===== src/rtl/otter_mdu_if.sv =====
`default_nettype none
// ============================================================================
//  Module      : otter_mdu_if
//  Description : Request/response bundle between the Otter control unit and
//                the iterative multiply/divide unit.
//                master : control unit (drives i_start, operands, i_func;
//                         observes o_busy, o_done, o_result)
//                slave  : otter_mdu
//  Revision    : 1.0 - initial release
// ============================================================================
interface otter_mdu_if;
  logic        i_start;   // request, sampled only while the unit is idle
  logic [31:0] i_src_a;   // multiplicand / dividend
  logic [31:0] i_src_b;   // multiplier / divisor
  logic [2:0]  i_func;    // RV32M funct3
  logic        o_busy;    // high whenever the unit is not idle
  logic        o_done;    // one-cycle result-valid pulse
  logic [31:0] o_result;  // registered result, held until the next o_done

  modport master (
    output i_start, i_src_a, i_src_b, i_func,
    input  o_busy, o_done, o_result
  );

  modport slave (
    input  i_start, i_src_a, i_src_b, i_func,
    output o_busy, o_done, o_result
  );
endinterface
`default_nettype wire


===== src/rtl/otter_mdu.sv =====
`default_nettype none
// ============================================================================
//  Module      : otter_mdu
//  Description : Iterative RV32M multiply/divide unit. Radix-2 shift-add
//                multiply and restoring shift-subtract divide on operand
//                magnitudes, sign fix-up and divide special cases applied in
//                the final step. Fixed 33-cycle start-to-done latency.
//  Ports       : i_clk  - clock, rising edge
//                i_rst  - synchronous active-high reset
//                bus    - otter_mdu_if.slave (start/operands/func in,
//                         busy/done/result out)
//  Revision    : 1.0 - initial release
// ============================================================================
module otter_mdu (
  input  wire logic   i_clk,
  input  wire logic   i_rst,
  otter_mdu_if.slave  bus
);

  typedef enum logic [1:0] {
    ST_IDLE = 2'd0,
    ST_CALC = 2'd1,
    ST_DONE = 2'd2
  } state_t;

  state_t      r_state;
  logic [4:0]  r_count;
  logic [2:0]  r_func;
  // Shared working register: multiply uses {partial_hi, multiplier/product_lo},
  // divide uses {remainder, dividend/quotient}.
  logic [63:0] r_acc;
  logic [31:0] r_opnd;    // multiplicand magnitude or divisor magnitude
  logic        r_neg;     // product / quotient must be negated
  logic        r_a_neg;   // remainder must be negated
  logic        r_div0;
  logic        r_ovf;
  logic [31:0] r_src_a;   // original dividend for the divide-by-zero remainder
  logic        r_busy;
  logic        r_done;
  logic [31:0] r_result;

  // ---------------- operand decode (used only on acceptance) ----------------
  logic        w_a_signed;
  logic        w_b_signed;
  logic        w_a_neg;
  logic        w_b_neg;
  logic [31:0] w_a_mag;
  logic [31:0] w_b_mag;

  always_comb begin
    // DIVU/REMU have funct3[2] and funct3[0] set; MULHU is 3.
    w_a_signed = !((bus.i_func == 3'd3) || (bus.i_func[2] && bus.i_func[0]));
    w_b_signed = (bus.i_func == 3'd0) || (bus.i_func == 3'd1) ||
                 (bus.i_func[2] && !bus.i_func[0]);
    w_a_neg    = w_a_signed && bus.i_src_a[31];
    w_b_neg    = w_b_signed && bus.i_src_b[31];
    w_a_mag    = w_a_neg ? (~bus.i_src_a + 32'd1) : bus.i_src_a;
    w_b_mag    = w_b_neg ? (~bus.i_src_b + 32'd1) : bus.i_src_b;
  end

  // ---------------- one iteration step ----------------
  logic [32:0] w_add;
  logic [63:0] w_mul_next;
  logic [32:0] w_shift;
  logic        w_ge;
  logic [31:0] w_diff;
  logic [63:0] w_div_next;
  logic [63:0] w_next;

  always_comb begin
    w_add      = {1'b0, r_acc[63:32]} + (r_acc[0] ? {1'b0, r_opnd} : 33'd0);
    w_mul_next = {w_add, r_acc[31:1]};

    // Partial remainder is always below the divisor, so when the trial
    // subtraction succeeds the difference fits in 32 bits and the low-word
    // subtraction is exact.
    w_shift    = {r_acc[63:32], r_acc[31]};
    w_ge       = (w_shift >= {1'b0, r_opnd});
    w_diff     = w_shift[31:0] - r_opnd;
    w_div_next = w_ge ? {w_diff, r_acc[30:0], 1'b1}
                      : {w_shift[31:0], r_acc[30:0], 1'b0};

    w_next     = r_func[2] ? w_div_next : w_mul_next;
  end

  // ---------------- final sign fix-up and special cases ----------------
  logic [63:0] w_prod;
  logic [31:0] w_quo;
  logic [31:0] w_rem;
  logic [31:0] w_final;

  always_comb begin
    w_prod  = r_neg   ? (~w_next + 64'd1) : w_next;
    w_quo   = r_neg   ? (~w_next[31:0] + 32'd1) : w_next[31:0];
    w_rem   = r_a_neg ? (~w_next[63:32] + 32'd1) : w_next[63:32];
    w_final = 32'd0;
    case (r_func)
      3'd0:                   w_final = w_prod[31:0];
      3'd1, 3'd2, 3'd3:       w_final = w_prod[63:32];
      3'd4, 3'd5: begin
        if (r_div0)           w_final = 32'hFFFF_FFFF;
        else if (r_ovf)       w_final = 32'h8000_0000;
        else                  w_final = w_quo;
      end
      default: begin
        if (r_div0)           w_final = r_src_a;
        else if (r_ovf)       w_final = 32'd0;
        else                  w_final = w_rem;
      end
    endcase
  end

  // ---------------- control ----------------
  always_ff @(posedge i_clk) begin
    if (i_rst) begin
      r_state  <= ST_IDLE;
      r_count  <= 5'd0;
      r_func   <= 3'd0;
      r_acc    <= 64'd0;
      r_opnd   <= 32'd0;
      r_neg    <= 1'b0;
      r_a_neg  <= 1'b0;
      r_div0   <= 1'b0;
      r_ovf    <= 1'b0;
      r_src_a  <= 32'd0;
      r_busy   <= 1'b0;
      r_done   <= 1'b0;
      r_result <= 32'd0;
    end else begin
      r_done <= 1'b0;
      case (r_state)
        ST_IDLE: begin
          if (bus.i_start) begin
            r_state <= ST_CALC;
            r_busy  <= 1'b1;
            r_count <= 5'd0;
            r_func  <= bus.i_func;
            r_neg   <= w_a_neg ^ w_b_neg;
            r_a_neg <= w_a_neg;
            r_src_a <= bus.i_src_a;
            r_div0  <= (bus.i_src_b == 32'd0);
            r_ovf   <= w_a_signed && w_b_signed &&
                       (bus.i_src_a == 32'h8000_0000) &&
                       (bus.i_src_b == 32'hFFFF_FFFF);
            if (bus.i_func[2]) begin
              r_acc  <= {32'd0, w_a_mag};
              r_opnd <= w_b_mag;
            end else begin
              r_acc  <= {32'd0, w_b_mag};
              r_opnd <= w_a_mag;
            end
          end
        end
        ST_CALC: begin
          r_acc   <= w_next;
          r_count <= r_count + 5'd1;
          if (r_count == 5'd31) begin
            r_state  <= ST_DONE;
            r_done   <= 1'b1;
            r_result <= w_final;
          end
        end
        ST_DONE: begin
          r_state <= ST_IDLE;
          r_busy  <= 1'b0;
        end
        default: begin
          r_state <= ST_IDLE;
          r_busy  <= 1'b0;
        end
      endcase
    end
  end

  assign bus.o_busy   = r_busy;
  assign bus.o_done   = r_done;
  assign bus.o_result = r_result;

endmodule
`default_nettype wire


===== src/flat_wrapper.sv =====
// flat-port wrapper written by rule: the top's interface ports become plain ports
module otter_mdu_flat 
  (i_clk, i_rst, bus_i_start, bus_i_src_a, bus_i_src_b, bus_i_func, bus_o_busy, bus_o_done, bus_o_result);
  otter_mdu_if bus_i ();
  input  wire logic i_clk;
  input  wire logic i_rst;
  input wire logic [$bits(bus_i.i_start)-1:0] bus_i_start;
  input wire logic [$bits(bus_i.i_src_a)-1:0] bus_i_src_a;
  input wire logic [$bits(bus_i.i_src_b)-1:0] bus_i_src_b;
  input wire logic [$bits(bus_i.i_func)-1:0] bus_i_func;
  output wire logic [$bits(bus_i.o_busy)-1:0] bus_o_busy;
  output wire logic [$bits(bus_i.o_done)-1:0] bus_o_done;
  output wire logic [$bits(bus_i.o_result)-1:0] bus_o_result;
  assign bus_i.i_start = bus_i_start;
  assign bus_i.i_src_a = bus_i_src_a;
  assign bus_i.i_src_b = bus_i_src_b;
  assign bus_i.i_func = bus_i_func;
  assign bus_o_busy = bus_i.o_busy;
  assign bus_o_done = bus_i.o_done;
  assign bus_o_result = bus_i.o_result;
  otter_mdu u_core (.i_clk(i_clk), .i_rst(i_rst), .bus(bus_i));
endmodule

===== config.mk =====
export PLATFORM = sky130hd
export DESIGN_NAME = otter_mdu_flat
export DESIGN_NICKNAME = d
export VERILOG_FILES = /design/src/rtl/otter_mdu_if.sv /design/src/rtl/otter_mdu.sv /design/src/flat_wrapper.sv
export SDC_FILE = /design/constraint.sdc
export NUM_CORES = 1
export LEC_CHECK = 0
export ABC_AREA = 1
export BUFFER_PORTS_ARGS = -buffer_cell sky130_fd_sc_hd__buf_2
export CORE_ASPECT_RATIO = 1.5
export CORE_UTILIZATION = 25
export DETAILED_ROUTE_END_ITERATION = 16
export MAX_ROUTING_LAYER = met4
export PLACE_DENSITY = 0.43
export SETUP_SLACK_MARGIN = 0.02
export SLEW_MARGIN = 10
export SYNTH_ARGS = -nofsm -noshare
export SYNTH_HDL_FRONTEND = slang
export SYNTH_SLANG_ARGS = --single-unit

===== constraint.sdc =====
create_clock -name i_clk -period 3.3 [get_ports i_clk]
set_clock_uncertainty 0.15 [all_clocks]
set_input_delay 0.825 -clock i_clk [delete_from_list [all_inputs] [get_ports i_clk]]
set_output_delay 0.825 -clock i_clk [all_outputs]
set_load 0.05 [all_outputs]

==> key figures <==
Routing
  • DRT iter0 DRCs: 1601
  • Residual DRC count: 0
  • Vias per cell: 4.87
  • DRT antenna net count: 0
  • WL/cell: 21.7 um
  • DRT Wirelength: 110 mm
  • Via count: 24700
  • Pre-antenna DRT Iters: 5

Global route
  • GR Overflow Total: 0
  • GRT Util Overall: 0.297
  • Vias in the first global route: 24400
  • Number of antenna violations at the first check in global routing: 0
  • Largest net degree at the start of global routing: 70
  • First-pass GRT wire length: 157 mm

Clock tree
  • Clock tree buffer depth: 2
  • CTS sink cnt: 176
  • Worst-path clk slew: 0.08 ns
  • Root Driver: clkbuf_16
  • CTS tree: built
  • Hold_buf cts: 0
  • H-tree depth: 4
  • Clk_lat worst skew: 0.49 ns
  • Total CTS buffers: 17

Placed design
  • DP Area: 25200 um2
  • Post-DP HPWL: 90.1 mm
  • Port Buffer Count: 103
  • Gpl congestion: 1.00

Finish
  • FF+latch area: 3630 um2
  • Final core occ: 0.408
  • # nets final: 4213
  • P&R area growth vs syn: 60.9%
  • Layout cells sized above 1: 0.402
  • Layout Cell Area excl Fill: 29800 um2
  • Fill cells: 8082
  • N_diodes: 0
  • Area of the multi-input gates: 15500 um2

Setup path
  • Critical Path Sink Type: flop
  • Peak fanout along the critical path: 4
  • R2r worst-path depth: 28
  • Most used cell, CP: nand2_1
  • Worst stage delay on the critical path: 0.44 ns
  • Req. time, crit path: 3.53 ns
  • Arrival time worst endpoint: 3.95 ns
  • CP max-delay cell: fa_2
  • Crit path kind: reg2reg
  • Setup crit start kind: flop

Timing
  • RSZ-0062 raised after global routing: yes
  • Fmax: 0.269 GHz
  • Tcrit/Tclk final: 1.13
  • PnR worst setup slack: -0.416 ns
  • Worst-margin pin slew: 1.09 ns
  • Max_slew headroom: 0.276
  • Hold_ws: 0.309 ns
  • Fin. max-slew vios: 0
  • Final hold vios: 0
  • Final min period: 3.72 ns
  • # setup viols final: 32

Yosys
  • Post-Syn Instances: 3265
  • Dominant cell type by area after synthesis: nand2_1
  • Ys Warns: 0
  • Top cell type's share of synthesized area: 0.202
  • Top-count cell post-synth: nand2_1
  • Syn avg cell area: 5.67 um2
  • Top area cells in the synthesized netlist: nand2_1 (20%), dfxtp_1 (19%), inv_1 (10%)
  • Synth cell count leaders: nand2_1 (994), inv_1 (501), nor2_1 (285), nand3_1 (211), a21oi_1 (207)
  • Synth Cell Area: 18500 um2
  • Post-synth EDFFs: 0
  • Register bit total from synthesis: 176
  • Fraction of registers with async set/reset: 0
  • Distinct cells, synth: 54
  • Post-synthesis sequential area ratio: 0.190
  • Main synth FF type: dfxtp_1
  • Synthesized net count: 3407

Power and ir drop
  • Total power: 10.5 mW
  • Peak supply drop: 0.416 mV
  • Leak pwr: 15.3 nW
  • Pwr/cell area: 354 nW/um2

Floorplan
  • Initial core utilization: 0.254
  • Die width: 224 um
  • Row cnt: 121
  • Die Y: 335 um
  • Die area: 75200 um2
  • Core box area: 73000 um2
  • Io pins: 104

Status
  • Failing checks: setup timing
  • Status: finished, violations left

Hold path
  • Hold Path Stages: 2
  • Hold Path Class: reg2reg

Run
  • Maxcap violations: 0
-- cells by family after synthesis --
kind of cell	Yosys count	synth area share
and+or+nand+nor	1721	0.407
buffers and inverters	641	0.135
AOI/OAI and AO/OA	548	0.168
DFF	176	0.190
xor gates and xnor gates	107	0.0506
adders and majority gates	72	0.0495
-- final timing paths --
| path | to | start | slack, ns |
|---|---|---|---|
| hold reg to reg | u_core.bus.o_result[7] | u_core.bus.o_result[7] | 0.31 |
| hold / removal | u_core.bus.o_result[7] | u_core.bus.o_result[7] | 0.31 |
| setup reg to reg | u_core.bus.o_result[17] | u_core.r_acc[0] | -0.42 |
| setup / recovery | u_core.bus.o_result[17] | u_core.r_acc[0] | -0.42 |
-- layout make-up --
type,instances,share of cell area
Multi-Input combinational cell,2448,0.520
Timing Repair Buffer,904,0.232
Sequential cell,176,0.122
Inverter,524,0.0664
Tap cell,984,0.0413
Clock buffer,22,0.0159
Clock inverter,10,0.00265
-- state kept, by name, summed over array words and instances, names as in the netlist --
register / cells
u_core.bus.o_result: 32
u_core.bus.o_done: 1
u_core.bus.o_busy: 1
u_core.r_neg: 1
u_core.r_count: 5
u_core.r_div0: 1
u_core.r_opnd: 32
u_core.r_state: 2
u_core.r_ovf: 1
u_core.r_src_a: 32
u_core.r_a_neg: 1
u_core.r_func: 3
u_core.r_acc: 64
-- worst max-delay path: cells and delay by family (launching register included) --
family,cells,cell delay [ns]
buf+inv,6,0.54
flops,1,0.41
fa+ha+maj,2,0.57
compound gates,4,0.49
simple gates,16,1.46
-- layer usage --
| metal | up-vias | GRT usage | share of wire |
|---|---|---|---|
| li1 | 12100 | - | - |
| met1 | 11500 | 0.293 | 0.36 |
| met2 | 743 | 0.533 | 0.51 |
| met3 | 317 | 0.0228 | 0.034 |
| met4 | 0 | 0.247 | 0.10 |
| met5 | - | - | 0 |
-- stage by stage --
stage	worst slack, ns	instances	setup TNS [ns]
floorplan	0.0240	3265	0
global placement	-1.08	4938	-34.44
detailed placement	-1.00	4938	-32.09
CTS	-0.370	5022	-9.82
global route	-0.583	5068	-14.77
finish	-0.416	5068	-9.09
-- layout by cell type (no fill, tap or decap), drive strengths merged, types with 4 or more instances in the layout --
cell type and n:
o211ai 15, a21boi 4, nand3 239, clkinvlp 4, ha 70, nand4 68
inv 519, a21oi 209, a31oi 15, nor4 9, a221oi 8, nand2 1011
a22oi 12, nor3 28, clkinv 11, nor2 324, xnor2 12, and2 9
o21ai 204, o31ai 5, a221o 7, o21a 8, or2 15, o22ai 38
buf 902, o221ai 11, nand3b 15, o21bai 7, clkbuf 23, dfxtp 176
xor2 95
-- power by group --
group	leakage [nW]	switching (mW)	internal (mW)	total [mW]
clock network	0.265	1.07	1.04	2.11
registers	1.47	0.111	2.25	2.36
logic	13.5	3.60	2.47	6.07
-- what timing repair did --
item	4_1_cts	5_1_grt
pin swaps	104	121
setup endpoints to repair	38	45
setup buffers	48	49
cloned	4	1
gates resized for setup	475	355
(Power assumes the default switching activity.)
